`config.mk`:
```
export PLATFORM = sky130hd
export DESIGN_NAME = sdram_arbiter
export DESIGN_NICKNAME = d
export VERILOG_FILES = /design/src/rtl/sdram_arbiter_pkg.sv /design/src/rtl/sdram_arb_pick.sv /design/src/rtl/sdram_arbiter.sv
export SDC_FILE = /design/constraint.sdc
export NUM_CORES = 1
export LEC_CHECK = 0
export BUFFER_PORTS_ARGS = -buffer_cell sky130_fd_sc_hd__buf_2
export CORE_ASPECT_RATIO = 1.75
export CORE_MARGIN = 2
export CORE_UTILIZATION = 49
export CTS_CLUSTER_DIAMETER = 80
export DETAILED_ROUTE_END_ITERATION = 7
export HOLD_SLACK_MARGIN = 0.12
export PLACE_DENSITY = 0.95
export REMOVE_ABC_BUFFERS = 1
export SETUP_SLACK_MARGIN = 0.15
export SKIP_CTS_REPAIR_TIMING = 1
export SYNTH_ARGS = -nofsm -noshare
export SYNTH_HDL_FRONTEND = slang
export SYNTH_SLANG_ARGS = --single-unit
```
`constraint.sdc`:
```
create_clock -name CLK_48MHZ -period 5.75 [get_ports CLK_48MHZ]
set_clock_uncertainty 0.15 [all_clocks]
set_input_delay 0.575 -clock CLK_48MHZ [delete_from_list [all_inputs] [get_ports CLK_48MHZ]]
set_output_delay 0.575 -clock CLK_48MHZ [all_outputs]
set_load 0.005 [all_outputs]
```
`src/rtl/sdram_arbiter_pkg.sv`:
```
// sdram_arbiter_pkg: command/state encodings and address field layout for the SDRAM arbiter
package sdram_arbiter_pkg;
  typedef enum logic [1:0] {
    CMD_NOP   = 2'b00,
    CMD_WRITE = 2'b01,
    CMD_READ  = 2'b10
  } cmd_t;
  typedef enum logic [1:0] {
    IDLE      = 2'b00,
    ISSUE     = 2'b01,
    WAIT_DONE = 2'b10
  } state_t;
  localparam int ADDR_W   = 24;
  localparam int DATA_W   = 16;
  localparam int COL_W    = 9;
  localparam int BANK_W   = 2;
  localparam int ROW_W    = 13;
  localparam int COL_LSB  = 0;
  localparam int BANK_LSB = COL_LSB + COL_W;
  localparam int ROW_LSB  = BANK_LSB + BANK_W;
endpackage

```
`src/rtl/sdram_arb_pick.sv`:
```
// sdram_arb_pick: combinational request picker, round-robin or fixed priority (SDRAM_ARB_FIXED_PRIO_EN)
module sdram_arb_pick #(
  parameter int NUM_REQ = 3,
  parameter int PTR_W   = $clog2(NUM_REQ)
) (
  input  logic [NUM_REQ-1:0] req,
  input  logic [PTR_W-1:0]   ptr,
  output logic [NUM_REQ-1:0] win,
  output logic               valid
);
  assign valid = |req;
`ifdef SDRAM_ARB_FIXED_PRIO_EN
  logic unused_ptr;
  assign unused_ptr = ^ptr;
  assign win = req & (~req + NUM_REQ'(1));
`else
  logic [2*NUM_REQ-1:0] rot;
  logic [2*NUM_REQ-1:0] hot;
  logic [NUM_REQ-1:0]   low;
  assign rot = {req, req} >> ptr;
  assign low = rot[NUM_REQ-1:0] & (~rot[NUM_REQ-1:0] + NUM_REQ'(1));
  assign hot = {{NUM_REQ{1'b0}}, low} << ptr;
  assign win = hot[NUM_REQ-1:0] | hot[2*NUM_REQ-1:NUM_REQ];
`endif
endmodule

```
`src/rtl/sdram_arbiter.sv`:
```
// sdram_arbiter: shares the sdram_interface command port between NUM_REQ requesters with a timeout watchdog (SDRAM_ARB_FIXED_PRIO_EN selects fixed priority)
module sdram_arbiter
  import sdram_arbiter_pkg::*;
#(
  parameter int NUM_REQ     = 3,
  parameter int TIMEOUT_CYC = 1024
) (
  input  logic                      CLK_48MHZ,
  input  logic                      NSYSRESET,
  input  logic [NUM_REQ-1:0]        REQ,
  input  logic [NUM_REQ-1:0]        REQ_WR,
  input  logic [ADDR_W*NUM_REQ-1:0] REQ_ADDR,
  input  logic [DATA_W*NUM_REQ-1:0] REQ_DATA,
  output logic [NUM_REQ-1:0]        GNT,
  output logic [NUM_REQ-1:0]        ACK,
  output logic                      ERR,
  output logic [DATA_W-1:0]         RD_DATA,
  output logic [7:0]                ERR_CNT,
  output logic [BANK_W-1:0]         A_IN_BANK,
  output logic [COL_W-1:0]          A_IN_COL,
  output logic [ROW_W-1:0]          A_IN_ROW,
  output logic [DATA_W-1:0]         D_IN,
  output logic [1:0]                CMD_IN,
  input  logic [1:0]                SD_STATUS,
  input  logic [DATA_W-1:0]         DATA_READ
);
  localparam int PTR_W = $clog2(NUM_REQ);
  localparam int WD_W  = $clog2(TIMEOUT_CYC) + 1;
  state_t              state, state_nx;
  cmd_t                cmd;
  logic [NUM_REQ-1:0]  win;
  logic                valid;
  logic [PTR_W-1:0]    ptr, widx, w_idx;
  logic [WD_W-1:0]     wdog;
  logic                wr_l, wr_w;
  logic [ADDR_W-1:0]   addr_w;
  logic [DATA_W-1:0]   data_w;
  logic                ready, done, start, finish, timeout, abort;
  assign ready   = SD_STATUS[0];
  assign done    = SD_STATUS[1];
  assign start   = state == IDLE && valid;
  assign finish  = state == WAIT_DONE && done;
  assign timeout = state != IDLE && wdog == WD_W'(TIMEOUT_CYC - 1);
  assign abort   = timeout && !finish;
  assign CMD_IN  = cmd;
  sdram_arb_pick #(.NUM_REQ(NUM_REQ), .PTR_W(PTR_W)) u_pick (
    .req  (REQ),
    .ptr  (ptr),
    .win  (win),
    .valid(valid)
  );
  // route the winning requester's slice to the latch inputs
  always_comb begin
    addr_w = '0;
    data_w = '0;
    wr_w   = 1'b0;
    w_idx  = '0;
    for (int k = 0; k < NUM_REQ; k++)
      if (win[k]) begin
        addr_w = REQ_ADDR[k*ADDR_W +: ADDR_W];
        data_w = REQ_DATA[k*DATA_W +: DATA_W];
        wr_w   = REQ_WR[k];
        w_idx  = PTR_W'(k);
      end
  end
  // next state: a completion or timeout always returns to IDLE
  always_comb begin
    state_nx = state == IDLE ? (valid ? ISSUE : IDLE)
             : (finish || abort) ? IDLE
             : (state == ISSUE && !ready) ? WAIT_DONE
             : state;
  end
  // state register
  always_ff @(posedge CLK_48MHZ or negedge NSYSRESET)
    if (!NSYSRESET) state <= IDLE;
    else state <= state_nx;
  // grant latch, command drive, watchdog and completion pulses
  always_ff @(posedge CLK_48MHZ or negedge NSYSRESET)
    if (!NSYSRESET) begin
      GNT       <= '0;
      ACK       <= '0;
      ERR       <= 1'b0;
      RD_DATA   <= '0;
      ERR_CNT   <= '0;
      A_IN_BANK <= '0;
      A_IN_COL  <= '0;
      A_IN_ROW  <= '0;
      D_IN      <= '0;
      cmd       <= CMD_NOP;
      ptr       <= '0;
      widx      <= '0;
      wdog      <= '0;
      wr_l      <= 1'b0;
    end else begin
      ACK <= '0;
      ERR <= 1'b0;
      if (state != IDLE) wdog <= wdog + 1'b1;
      if (state == ISSUE && !ready) cmd <= CMD_NOP;
      if (start) begin
        GNT       <= win;
        widx      <= w_idx;
        wr_l      <= wr_w;
        A_IN_BANK <= addr_w[BANK_LSB +: BANK_W];
        A_IN_COL  <= addr_w[COL_LSB +: COL_W];
        A_IN_ROW  <= addr_w[ROW_LSB +: ROW_W];
        D_IN      <= data_w;
        cmd       <= wr_w ? CMD_WRITE : CMD_READ;
        wdog      <= '0;
      end
      if (finish || abort) begin
        GNT <= '0;
        ACK <= GNT;
        ERR <= abort;
        cmd <= CMD_NOP;
        if (finish && !wr_l) RD_DATA <= DATA_READ;
        if (abort && ERR_CNT != 8'hFF) ERR_CNT <= ERR_CNT + 1'b1;
`ifdef SDRAM_ARB_FIXED_PRIO_EN
        ptr <= '0;
`else
        ptr <= widx == PTR_W'(NUM_REQ - 1) ? '0 : widx + 1'b1;
`endif
      end
    end
endmodule

```
### Yosys cells after proc, flatten, opt, wreduce, memory -nomap -nowiden

Index checks and enable logic that the tools add are counted.

* register bits after elaboration: 91
* input port bits: 146
* logic and storage cells: 75

* bitwise logic cells: 3
* eq/ne operators: 5
* shifts and indexed selects: 2
* reduce and logical (&&, ||, !) cells: 20
* mux-type cells: 26
* $add $sub $neg: 4

Operator list (number)
* $mux W24: 3
* $mux W16: 3
* $mux W11: 2
* $mux W2: 9
* $add A11 B1 Y11 const B: 1
* $eq A11 B10 Y1 const B: 1
* $mux W3: 3
* $add A8 B1 Y8 const B: 1
* $ne A8 B8 Y1 const B: 1
* $logic_and A1 B1 Y1: 7
* $mux W1: 6
* $reduce_bool A2 Y1: 3
* $reduce_bool A3 Y1: 2
* $shl A3 B2 Y6: 1
* $shr A6 B2 Y3: 1
* $eq A2 B2 Y1 const B: 2
* $reduce_and A2 Y1: 2
* $add A3 B1 Y3 const B: 1
* $and A3 B3 Y3: 1
* $logic_not A1 Y1: 3
* $not A3 Y3: 1
* $or A3 B3 Y3: 1
* $reduce_or A3 Y1: 1
* $add A2 B1 Y2 const B: 1
* 3 further kinds: 3

### Logic depth before layout (Yosys ltp)

Gate-level depths: netlist (run 1).

* depth in word-level cells: 12
* depth in mapped cells: 7

### Hierarchy

A second synthesis (run 1) with hierarchy kept.

* cell total of the unflattened synthesis: 428
* area, all modules: 4453.0 µm²

By module, submodules not included
* sdram_arbiter: area an instance 4377.9 µm², sequential area each 2277.2 µm², cells an instance 416, instances 1
* sdram_arb_pick: area an instance 75.1 µm², sequential area each 0.0 µm², cells an instance 12, instances 1

### Least setup slack after synthesis (run 1)

OpenSTA, ideal clock, no wires.

* path type: register -> register
* start point: reg wdog[0]
* end point: reg ptr[0]
* slack: 3.767 ns
* required time: 5.475 ns
* stages on the path, launching flop included: 7
* buffers on the path: 1
* arrival: 1.708 ns
* library setup time: 0.125 ns
* path through: dfrtp_1 > ha_1 > o2111ai_2 > or4_1 > buf_6 > nand2_8 > mux2_4

* longest elaborated chain between the ends: 4

RTL lines
* start: declaration: line sdram_arbiter.sv:34 `logic [WD_W-1:0] wdog;`
* start signal: assignment: line sdram_arbiter.sv:97 `if (state != IDLE) wdog <= wdog + 1'b1;`
* $eq A11 B10 Y1: line sdram_arbiter.sv:43 `assign timeout = state != IDLE && wdog == WD_W'(TIMEOUT_CYC - 1);`
* $logic_and A1 B1 Y1: line sdram_arbiter.sv:43
* $logic_and A1 B1 Y1: line sdram_arbiter.sv:44 `assign abort = timeout && !finish;`
* $logic_or A1 B1 Y1: line sdram_arbiter.sv:110 `if (finish || abort) begin`
* end signal: assignment: line sdram_arbiter.sv:120 `ptr <= widx == PTR_W'(NUM_REQ - 1) ? '0 : widx + 1'b1;`
* end: declaration: line sdram_arbiter.sv:33 `logic [PTR_W-1:0] ptr, widx, w_idx;`

Every way passes these cells.
A chain may end at the register's enable or synchronous reset.

### Worst setup path in the final report (run 1)

* start point: reg ptr[1]
* end point: reg cmd[1] (netlist: CMD_IN[1])

* longest elaborated chain between the ends: 12

RTL lines
* $shr A6 B2 Y3: line sdram_arb_pick.sv:20 `assign rot = {req, req} >> ptr;`
* $not A3 Y3: line sdram_arb_pick.sv:21 `assign low = rot[NUM_REQ-1:0] & (~rot[NUM_REQ-1:0] + NUM_REQ'(1));`
* $add A3 B1 Y3: line sdram_arb_pick.sv:21
* $and A3 B3 Y3: line sdram_arb_pick.sv:21
* $shl A3 B2 Y6 *: line sdram_arb_pick.sv:22 `assign hot = {{NUM_REQ{1'b0}}, low} << ptr;`
* $or A3 B3 Y3 *: line sdram_arb_pick.sv:23 `assign win = hot[NUM_REQ-1:0] | hot[2*NUM_REQ-1:NUM_REQ];`
* $mux W1 (2 in a row): line sdram_arbiter.sv:59 `if (win[k]) begin`
* $mux W1 *: line sdram_arbiter.sv:59
* $mux W2 *: line sdram_arbiter.sv:107 `cmd <= wr_w ? CMD_WRITE : CMD_READ;`
* $mux W2 *: line sdram_arbiter.sv:99 `if (start) begin`
* $mux W2 *: line sdram_arbiter.sv:110
* end signal: assignment: line sdram_arbiter.sv:107
* end: declaration: line sdram_arbiter.sv:30 `cmd_t cmd;`

Mark *: on every way between the ends. The rest lies on a longest branch, timed or not.

==> impl_metrics.toml, run 1 <==
[run_status]
status = "finished clean"

[finish]
num-fill-cells = 677
instances_no_fill = 750
synthToLayoutAreaGrowth_pct = 33.9
multi_input_area_sq_mm = 0.00192
final_area_sq_mm = 0.00580
regArea_sq_mm = 0.00228
n_antenna_cell = 0
layout-drive-gt1-share_pct = 42.8
layout.nets = 776

[pwr]
powerDensity_mw_per_mm2 = 450
peakVddDrop_mv = 0.210
power_frac_comb_pct = 37.4
swShare_pct = 36.2
clkPwrFrac_pct = 22.2
p_int_mw = 1.67
p_leak_nw = 2.87
switching_power_mw = 0.944
power.share.sequential_pct = 40.4

[clocking]
ctsRootBufferMaster = "clkbuf_16"
cts_tree = "built"
clk_latency_ns = 0.33
clk_pin_slew_worst_paths_ns = 0.07
clockBufferDepth = 2
cts_buffers = 9
h-tree-depth = 3
cts_sinks = 91

[synth]
synth_flop_cell = "dfrtp_1"
yosys.area.top_type = "dfrtp_1"
synth_seq_cells = 91
netlist_instances = 425
synth_warnings = 0
synth_top_area_share_pct = 52.5
avgSynthCellArea_sq_um = 10.2
synthArstFlopShare_pct = 100
synth_edf_count = 0
seq_area_frac_synth_pct = 52.5
yosys-top-cells-count = "dfrtp_1, nand2_1, o21ai_0"
synthTopCellsByArea = "dfrtp_1, a221oi_1, o21ai_0"
netlist_area_sq_mm = 0.00434
synth.most_common_cell = "dfrtp_1"
synth_cell_types = 45

[timing]
drv_slew = 0
setup_viol_count_final = 0
finalCriticalPeriod_ns = 2.45
fmax_ghz = 0.408
tns_ns = 0
slew_headroom_pct = 28.2
hold_ws_ns = 0.323
tightest_slew_ns = 1.08
hold_violations = 0
min_period_over_period_pct = 42.7
grt_setup_unrepaired = "no"

[routing]
viasPerCell = 5.60
first_pass_iters = 4
met3_length_um = 896
highest_layer = "met4"
dr_wl_met2_mm = 6.61
antenna_left = 0
drc_errors = 0
drt-initial-drc-count = 272
drt-total-wl_mm = 12.5
wl_per_cell_um = 16.6
met1_length_mm = 4.60
route.vias.total = 4200

[die]
die_x_um = 75.1
ios = 219
coreArea_sq_mm = 0.00861
rows = 45
start_util_pct = 50.3
die-area_sq_mm = 0.00965
die_h_um = 128

[critical_path]
crit_path_end = "CMD_IN[1]"
cp_max_fo = 24
reg2reg_to = "CMD_IN[1]"
regToRegSetupSlack_ns = 3.30
r2r_cells = 5
crit_arrival_ns = 2.47
worstSetupPathType = "flop to flop"
r2r-start = "ptr[1]"
startpoint_type = "flop"
cp-startpoint = "ptr[1]"
crit_required_ns = 5.76
critPathCaptureType = "flop"

[place]
portBuffers = 218
placed_area_sq_mm = 0.00550
place.gp.congestion = 0.926
place_inst = 733
dp_hpwl_mm = 9.36

[global_routing]
grt_max_degree = 55
grt_usage_pct = 26.1
grt_pass1_wl_mm = 19.2
grt_overflow = 0
grt_pass1_vias = 4106
antenna_found_initial = 0

[hold_path]
hold_class = "primary input to flop"

[run]
maxCapViolCount = 0
==> cells in the final DEF, fill, tap and decap left out, types with 3 or more instances in the layout <==
cell type and instances:
inv_1 6, dfrtp_1 91, a21oi_1 3, xor2_1 6, mux2_2 19, clkbuf_16 9, o21ai_0 55, buf_4 6
nor3_1 3, nand2_1 63, nor2_1 12, o21ai_1 39, mux2i_1 5, a221oi_1 40, and2_1 4, nand3_1 10
clkinvlp_4 3, buf_2 217
==> metal layers <==
metal	track usage [%]	vias to the layer above
met5	0	-
met4	12.1	0
met3	5.25	35
met2	46.0	207
met1	29.3	1996
li1	-	1962
==> flip-flops by register name (all words and copies together), names as in the netlist, 3 cells and up <==
register / cells
GNT: 3
A_IN_COL: 9
ACK: 3
RD_DATA: 16
D_IN: 16
wdog: 11
A_IN_ROW: 13
ERR_CNT: 8
==> worst max-delay path: stages, from the launching register on <==
cell and delay, ns:
dfrtp_1 0.44, nor2b_1 0.22, o31ai_4 0.74, buf_4 0.36
o21ai_0 0.16, a2bb2oi_1 0.20
==> how the worst min path moves through the flow <==
stage | to | startpoint | slack, ns | cells after the start
finish | RD_DATA[4] | DATA_READ[4] | 0.32 | 2
global route | RD_DATA[7] | DATA_READ[7] | 0.32 | 2
CTS | RD_DATA[10] | NSYSRESET | 0.06 | 1
detailed placement | A_IN_COL[5] | A_IN_COL[5] | 0.32 | 2
global placement | A_IN_ROW[7] | A_IN_ROW[7] | 0.31 | 2
floorplan | ACK[0] | NSYSRESET | 0.13 | 0
==> cell type report <==
cell class | instances | share of cell area, %
repair buffers | 224 | 19.7
flip-flops and latches | 91 | 39.2
well taps | 117 | 2.52
clock inverters | 6 | 1.14
multi-input cells | 296 | 33.1
inverters | 6 | 0.388
clock buffers | 10 | 3.95
==> power by group through the flow <==
stage	Sequential [mW]	Clock, mW	Combinational, mW
4_1_cts	1.05	0.589	0.982
3_5_place_dp	1.06	0	0.985
2_1_floorplan	1.05	0	0.517
6_report	1.06	0.579	0.976
5_1_grt	1.09	0.619	1.09
3_3_place_gp	1.04	0	0.928
==> through the flow <==
step                      setup WS (ns)  utilization (%)  power (mW)
after CTS                          3.33             67.2        2.62
final                              3.30             67.4        2.61
after floorplan                    2.54                -        1.57
after global routing               3.11             67.4        2.79
after detailed placement           3.01             63.8        2.04
after global placement             3.12             63.8        1.97
==> cell families (layout without fill, tap and decap cells) <==
logic type / Yosys count / in the layout / share of synthesized area (%)
multiplexers: 26 / 26 / 6.78
adder cells (fa/ha/maj): 2 / 2 / 0.577
AND/OR/NAND/NOR: 113 / 113 / 12.7
buffers and inverters: 38 / 246 / 3.98
AO/OA/AOI/OAI: 147 / 147 / 21.8
XOR/XNOR: 8 / 8 / 1.62
flip-flops: 91 / 91 / 52.5
Note: power is estimated with default switching activity, not from simulation.
==> run 2: changes to the inputs <==
--- a/config.mk
+++ b/config.mk
@@ -5,14 +5,15 @@
 export SDC_FILE = /design/constraint.sdc
 export NUM_CORES = 1
 export LEC_CHECK = 0
+export ABC_AREA = 1
 export BUFFER_PORTS_ARGS = -buffer_cell sky130_fd_sc_hd__buf_2
 export CORE_ASPECT_RATIO = 1.75
 export CORE_MARGIN = 2
-export CORE_UTILIZATION = 49
+export CORE_UTILIZATION = 44
 export CTS_CLUSTER_DIAMETER = 80
 export DETAILED_ROUTE_END_ITERATION = 7
 export HOLD_SLACK_MARGIN = 0.12
-export PLACE_DENSITY = 0.95
+export PLACE_DENSITY = 0.88
 export REMOVE_ABC_BUFFERS = 1
 export SETUP_SLACK_MARGIN = 0.15
 export SKIP_CTS_REPAIR_TIMING = 1
==> constraint.sdc (replaced) <==
create_clock -name CLK_48MHZ -period 2.2 [get_ports CLK_48MHZ]
set_clock_uncertainty 0.15 [all_clocks]
set_input_delay 0.22 -clock CLK_48MHZ [delete_from_list [all_inputs] [get_ports CLK_48MHZ]]
set_output_delay 0.22 -clock CLK_48MHZ [all_outputs]
set_load 0.005 [all_outputs]
==> run 2 against run 1 <==
  * First-iteration DRC count increased by 97%
  * Total power increased to 4.3 times the previous value
  * Non-clock buffer count increased by 139
  * Critical path type unchanged
  * Critical endpoint is now D_IN[9]
  * Largest cell class is now buffers
==> impl_metrics.toml, run 2 <==
[global_routing]
grt_pass1_wl_mm = 23.4
grt_pass1_vias = 5102
grt_overflow = 0
grt_max_degree = 40
grt_usage_pct = 23.3
antenna_found_initial = 1

[clocking]
h-tree-depth = 3
clk_latency_ns = 0.35
clk_pin_slew_worst_paths_ns = 0.07
clockBufferDepth = 2
ctsRootBufferMaster = "clkbuf_16"
cts_sinks = 91
cts_buffers = 9
cts_tree = "built"

[timing]
finalCriticalPeriod_ns = 2.04
hold_violations = 0
slew_headroom_pct = 72.5
min_period_over_period_pct = 92.6
drv_slew = 0
fmax_ghz = 0.491
tightest_slew_ns = 0.412
setup_viol_count_final = 0
grt_setup_unrepaired = "no"

[finish]
layout.nets = 1174
layout-drive-gt1-share_pct = 30.4
synthToLayoutAreaGrowth_pct = 61.4
reg.largest.list = "D_IN: 16 flops, RD_DATA: 16 flops, A_IN_ROW: 13 flops"
mostFrequentLayoutCells = "nand2_1, buf_2, dlygate4sd3_1"
num-fill-cells = 770
final_area_sq_mm = 0.00815
instances_no_fill = 1164
final_common_cell = "nand2_1"

[die]
coreArea_sq_mm = 0.0112
die_h_um = 146
ios = 219
start_util_pct = 45.2
rows = 51
die_x_um = 85.0
die-area_sq_mm = 0.0124

[critical_path]
worstSetupPathType = "flop to flop"
r2r_cells = 13
startpoint_type = "flop"
r2r-start = "ptr[0]"
reg2reg_to = "D_IN[9]"
critPathCaptureType = "flop"
cp_max_fo = 8
regToRegSetupSlack_ns = 0.16
crit_arrival_ns = 2.17
crit_required_ns = 2.33

[routing]
viasPerCell = 5.36
first_pass_iters = 6
drt-total-wl_mm = 19.6
drc_errors = 0
wl_per_cell_um = 16.8
route.vias.total = 6235
drt-initial-drc-count = 536
antenna_left = 0

[hold_path]
hold_class = "primary input to flop"
hold_depth = 5
hold_end = "D_IN[4]"
min_from = "REQ_DATA[4]"

[place]
place_inst = 1027
portBuffers = 218
placed_area_sq_mm = 0.00636
dp_hpwl_mm = 11.0
place.gp.congestion = 0.865

[pwr]
powerDensity_mw_per_mm2 = 1370
p_leak_nw = 4.56
peakVddDrop_mv = 1.15
fin_total_pwr_mw = 11.1

[synth]
synthTopCellsByArea = "dfrtp_1, nand2_1, nand3_1"
synth_seq_cells = 91
synth_flop_cell = "dfrtp_1"
yosys-top-cells-count = "nand2_1, nand3_1, dfrtp_1"
synth.most_common_cell = "nand2_1"
synth_warnings = 0
netlist_area_sq_mm = 0.00505
yosys.area.top_type = "dfrtp_1"
avgSynthCellArea_sq_um = 7.34
synth_top_area_share_pct = 45.1
netlist_instances = 688
synth_cell_types = 28
synth_edf_count = 0
synthArstFlopShare_pct = 100
seq_area_frac_synth_pct = 45.1

[run]
maxCapViolCount = 0

[run_status]
status = "finished clean"
==> run 2: logic make-up (layout without fill, tap and decap cells) <==
logic type,count (synthesis),after routing,share of synthesized area (%)
other cells,0,1,0
compound gates,26,26,3.27
flops,91,91,45.1
fa+ha+maj,2,2,0.495
mux,17,17,3.76
xor+xnor,7,7,1.21
simple gates,430,430,36.4
buf+inv,115,458,9.76
==> run 2: worst max-delay path: stages (launching register included) <==
cell	delay, ns
dfrtp_2	0.45
inv_4	0.12
nand2_1	0.09
nand2_1	0.08
nand2_1	0.08
nand2_2	0.10
nand2_4	0.07
o21ai_4	0.18
buf_12	0.17
clkbuf_16	0.15
nand3_1	0.09
nand2_1	0.10
nand2_1	0.06
nand3_1	0.09
==> run 2: how the worst max path moves through the flow <==
stage	startpoint	endpoint	slack, ns	cells after the start
4_1_cts	ptr[0]	A_IN_BANK[0]	-0.009	11
3_3_place_gp	ptr[0]	D_IN[10]	0.11	11
2_1_floorplan	state[1]	A_IN_BANK[0]	-0.93	7
3_5_place_dp	ptr[0]	D_IN[5]	0.02	11
5_1_grt	ptr[0]	A_IN_BANK[0]	0.05	12
6_report	ptr[0]	D_IN[9]	0.16	13
==> run 2: power by group <==
part / total (mW) / internal (mW) / switching, mW
clock: 1.80 / 1.12 / 0.681
sequential: 2.73 / 2.33 / 0.401
combinational: 6.62 / 2.87 / 3.75
total: 11.1 / 6.32 / 4.83
==> run 2: layout make-up <==
class / count / area (sq um) / share of cell area, %
sequential: 91 / 2280 / 27.9
antenna: 1 / 2.50 / 0.0307
clock buffer: 9 / 225 / 2.76
inverter: 79 / 307 / 3.76
timing repair buffer: 363 / 2690 / 32.9
tap: 132 / 165 / 2.03
clock inverter: 7 / 123 / 1.50
multi-input combinational: 482 / 2370 / 29.0
==> run 2: through the flow <==
step / TNS [ns] / worst slack (ns) / hold slack [ns] / util [%]
4_1_cts: -0.0101 / -0.00869 / -0.378 / 60.1
3_5_place_dp: 0 / 0.0196 / -0.0114 / 57.0
2_1_floorplan: -34.80 / -0.932 / -0.226 / -
6_report: 0 / 0.163 / 0.0732 / 73.0
5_1_grt: 0 / 0.0500 / 0.116 / 73.0
3_3_place_gp: 0 / 0.113 / -0.00720 / 57.0
==> run 2: routing by layer <==
metal / vias up / global-route usage [%] / share of wire [%]
li1: 2877 / - / -
met1: 2794 / 25.8 / 34
met2: 446 / 43.2 / 52
met3: 118 / 3.46 / 8.0
met4: 0 / 10.0 / 5.7
met5: - / 0 / 0
==> run 3: changes to the inputs <==
--- a/config.mk
+++ b/config.mk
@@ -17,6 +17,7 @@
 export REMOVE_ABC_BUFFERS = 1
 export SETUP_SLACK_MARGIN = 0.15
 export SKIP_CTS_REPAIR_TIMING = 1
+export SKIP_LAST_GASP = 1
 export SYNTH_ARGS = -nofsm -noshare
 export SYNTH_HDL_FRONTEND = slang
 export SYNTH_SLANG_ARGS = --single-unit
==> constraint.sdc (replaced) <==
create_clock -name CLK_48MHZ -period 1.8 [get_ports CLK_48MHZ]
set_clock_uncertainty 0.15 [all_clocks]
set_input_delay 0.18 -clock CLK_48MHZ [delete_from_list [all_inputs] [get_ports CLK_48MHZ]]
set_output_delay 0.18 -clock CLK_48MHZ [all_outputs]
set_load 0.005 [all_outputs]
==> run 3 against run 2 <==
  * The run now ends with setup timing left
  * Sequential power is 23% higher
  * Total power is 35% higher
  * Count of clock-buffer cells in the layout stayed put
  * Sequential share of layout area is 2.6 points lower
  * Critical path depth stayed put
  * Die area stayed put
  * Non-clock buffer count is 56 higher
  * Global-route usage is 1.2 points higher
  * Design area is 10% higher
  * Wire length is 19% higher
  * Cell count is 5.1% higher
  * Critical endpoint is now D_IN[2]
  * Highest routed layer unchanged
==> impl_metrics.toml, run 3 (synthesized netlist as in run 2, its figures left out) <==
[routing]
drt-initial-drc-count = 662
first_pass_iters = 8
antenna_left = 0
wl_per_cell_um = 19.0
route.vias.total = 6900
drc_errors = 0
viasPerCell = 5.64
drt-total-wl_mm = 23.3

[critical_path]
cp-startpoint = "ptr[0]"
r2r_cells = 13
worstSetupPathType = "flop to flop"
r2r-start = "ptr[0]"
regToRegSetupSlack_ns = -0.33
crit_required_ns = 1.94
cp_max_fo = 7
crit_arrival_ns = 2.27
crit_path_end = "D_IN[2]"
startpoint_type = "flop"
critPathCaptureType = "flop"
reg2reg_to = "D_IN[2]"

[pwr]
power.share.sequential_pct = 22.3
fin_total_pwr_mw = 15.1
peakVddDrop_mv = 1.22
clkPwrFrac_pct = 16.8
switching_power_mw = 6.65
power_frac_comb_pct = 60.8
powerDensity_mw_per_mm2 = 1680
p_leak_nw = 4.88
swShare_pct = 44.2
p_int_mw = 8.40

[place]
portBuffers = 218
dp_hpwl_mm = 11.3
place.gp.congestion = 0.872

[die]
rows = 51
start_util_pct = 45.2
die-area_sq_mm = 0.0124
die_x_um = 85.0
die_h_um = 146
ios = 219
coreArea_sq_mm = 0.0112

[global_routing]
grt_usage_pct = 24.5
grt_pass1_vias = 5472
grt_overflow = 0
grt_pass1_wl_mm = 24.9
grt_max_degree = 40
antenna_found_initial = 3

[hold_path]
hold_class = "primary input to flop"

[clocking]
ctsRootBufferMaster = "clkbuf_16"
clk_latency_ns = 0.35
clockBufferDepth = 2
h-tree-depth = 3
clk_pin_slew_worst_paths_ns = 0.07
cts_tree = "built"
cts_buffers = 9
cts_sinks = 91

[finish]
mostFrequentLayoutCells = "nand2_1, buf_2, dlygate4sd3_1"
layout.nets = 1231
synthToLayoutAreaGrowth_pct = 77.8
reg.largest.list = "D_IN: 16 flops, RD_DATA: 16 flops, A_IN_ROW: 13 flops"
postLayoutCoreUtil_pct = 80.4
final_common_cell = "nand2_1"
num-fill-cells = 625
layout-drive-gt1-share_pct = 35.8

[timing]
setup_viol_count_final = 53
fmax_ghz = 0.468
tightest_slew_ns = 0.421
grt_setup_unrepaired = "yes"
min_period_over_period_pct = 119
setup_slack_ns = -0.335
hold_violations = 0
slew_headroom_pct = 71.7
finalCriticalPeriod_ns = 2.13
drv_slew = 0

[run]
maxCapViolCount = 0

[run_status]
status = "finished with violations"
violations = "setup timing"
[run 3: cell count changes in the layout (fill, tap and decap cells not counted), moves of 12 or more]
cell / before / now
dlygate4sd3_1: 106 / 136
buf_4: 20 / 41
nand2_1: 259 / 245
nand2_2: 7 / 19
nand3_1: 103 / 80
nand3_2: 5 / 25
[run 3: cell type report]
cell class,count,area [sq um],area share [%]
Antenna cell,3,7.51,0.0836
Clock buffer,9,225,2.51
Clock inverter,7,170,1.89
Inverter,79,305,3.40
Multi-Input combinational cell,483,2650,29.5
Sequential cell,91,2280,25.4
Tap cell,132,165,1.84
Timing Repair Buffer,419,3180,35.5
[run 3: per-layer routing]
| layer | vias up | GRT usage (%) | share of wire (%) |
|---|---|---|---|
| met1 | 3168 | 27.7 | 32 |
| met4 | 0 | 10.2 | 7.1 |
| li1 | 2999 | - | - |
| met3 | 183 | 3.69 | 8.2 |
| met2 | 550 | 44.9 | 52 |
| met5 | - | 0 | 0 |
[run 3: worst min path at each step]
stage                            from            to  slack (ns)  cells after the start
after floorplan             NSYSRESET        ACK[0]       -0.27                      0
after global placement      NSYSRESET       D_IN[3]       -0.02                      1
after detailed placement    NSYSRESET  A_IN_BANK[1]       -0.02                      1
after CTS                   NSYSRESET  A_IN_BANK[1]       -0.39                      1
after global routing      REQ_DATA[4]       D_IN[4]        0.12                      5
final                     REQ_DATA[4]       D_IN[4]        0.05                      5
[run 3: stage by stage]
step | TNS (ns) | setup WS, ns | hold WS (ns) | cell area (sq um) | instances
5_1_grt | -15.42 | -0.406 | 0.120 | 8980 | 1223
4_1_cts | -8.31 | -0.216 | -0.390 | 6990 | 1062
3_5_place_dp | -7.05 | -0.200 | -0.0153 | 6590 | 1046
3_3_place_gp | -3.60 | -0.108 | -0.0170 | 6590 | 1046
2_1_floorplan | -55.13 | -1.33 | -0.266 | 4860 | 652
6_report | -10.99 | -0.335 | 0.0530 | 8980 | 1223
[run 3: power groups by stage]
stage | clock network, mW | logic [mW] | registers [mW]
after floorplan | 0 | 3.58 | 3.33
after CTS | 2.53 | 6.85 | 3.25
after global placement | 0 | 6.63 | 3.25
final | 2.54 | 9.15 | 3.36
after global routing | 2.62 | 9.78 | 3.43
after detailed placement | 0 | 6.84 | 3.26
[run 3: worst max-delay path, stage by stage (launching register included)]
cell	delay (ns)
dfrtp_2	0.46
inv_4	0.07
nand2_2	0.10
nand3_2	0.11
nand2_2	0.11
nand2_2	0.08
buf_4	0.15
o21ai_4	0.13
buf_12	0.16
buf_2	0.18
nand3_1	0.14
nand2_1	0.10
nand2_1	0.05
nand3_1	0.08
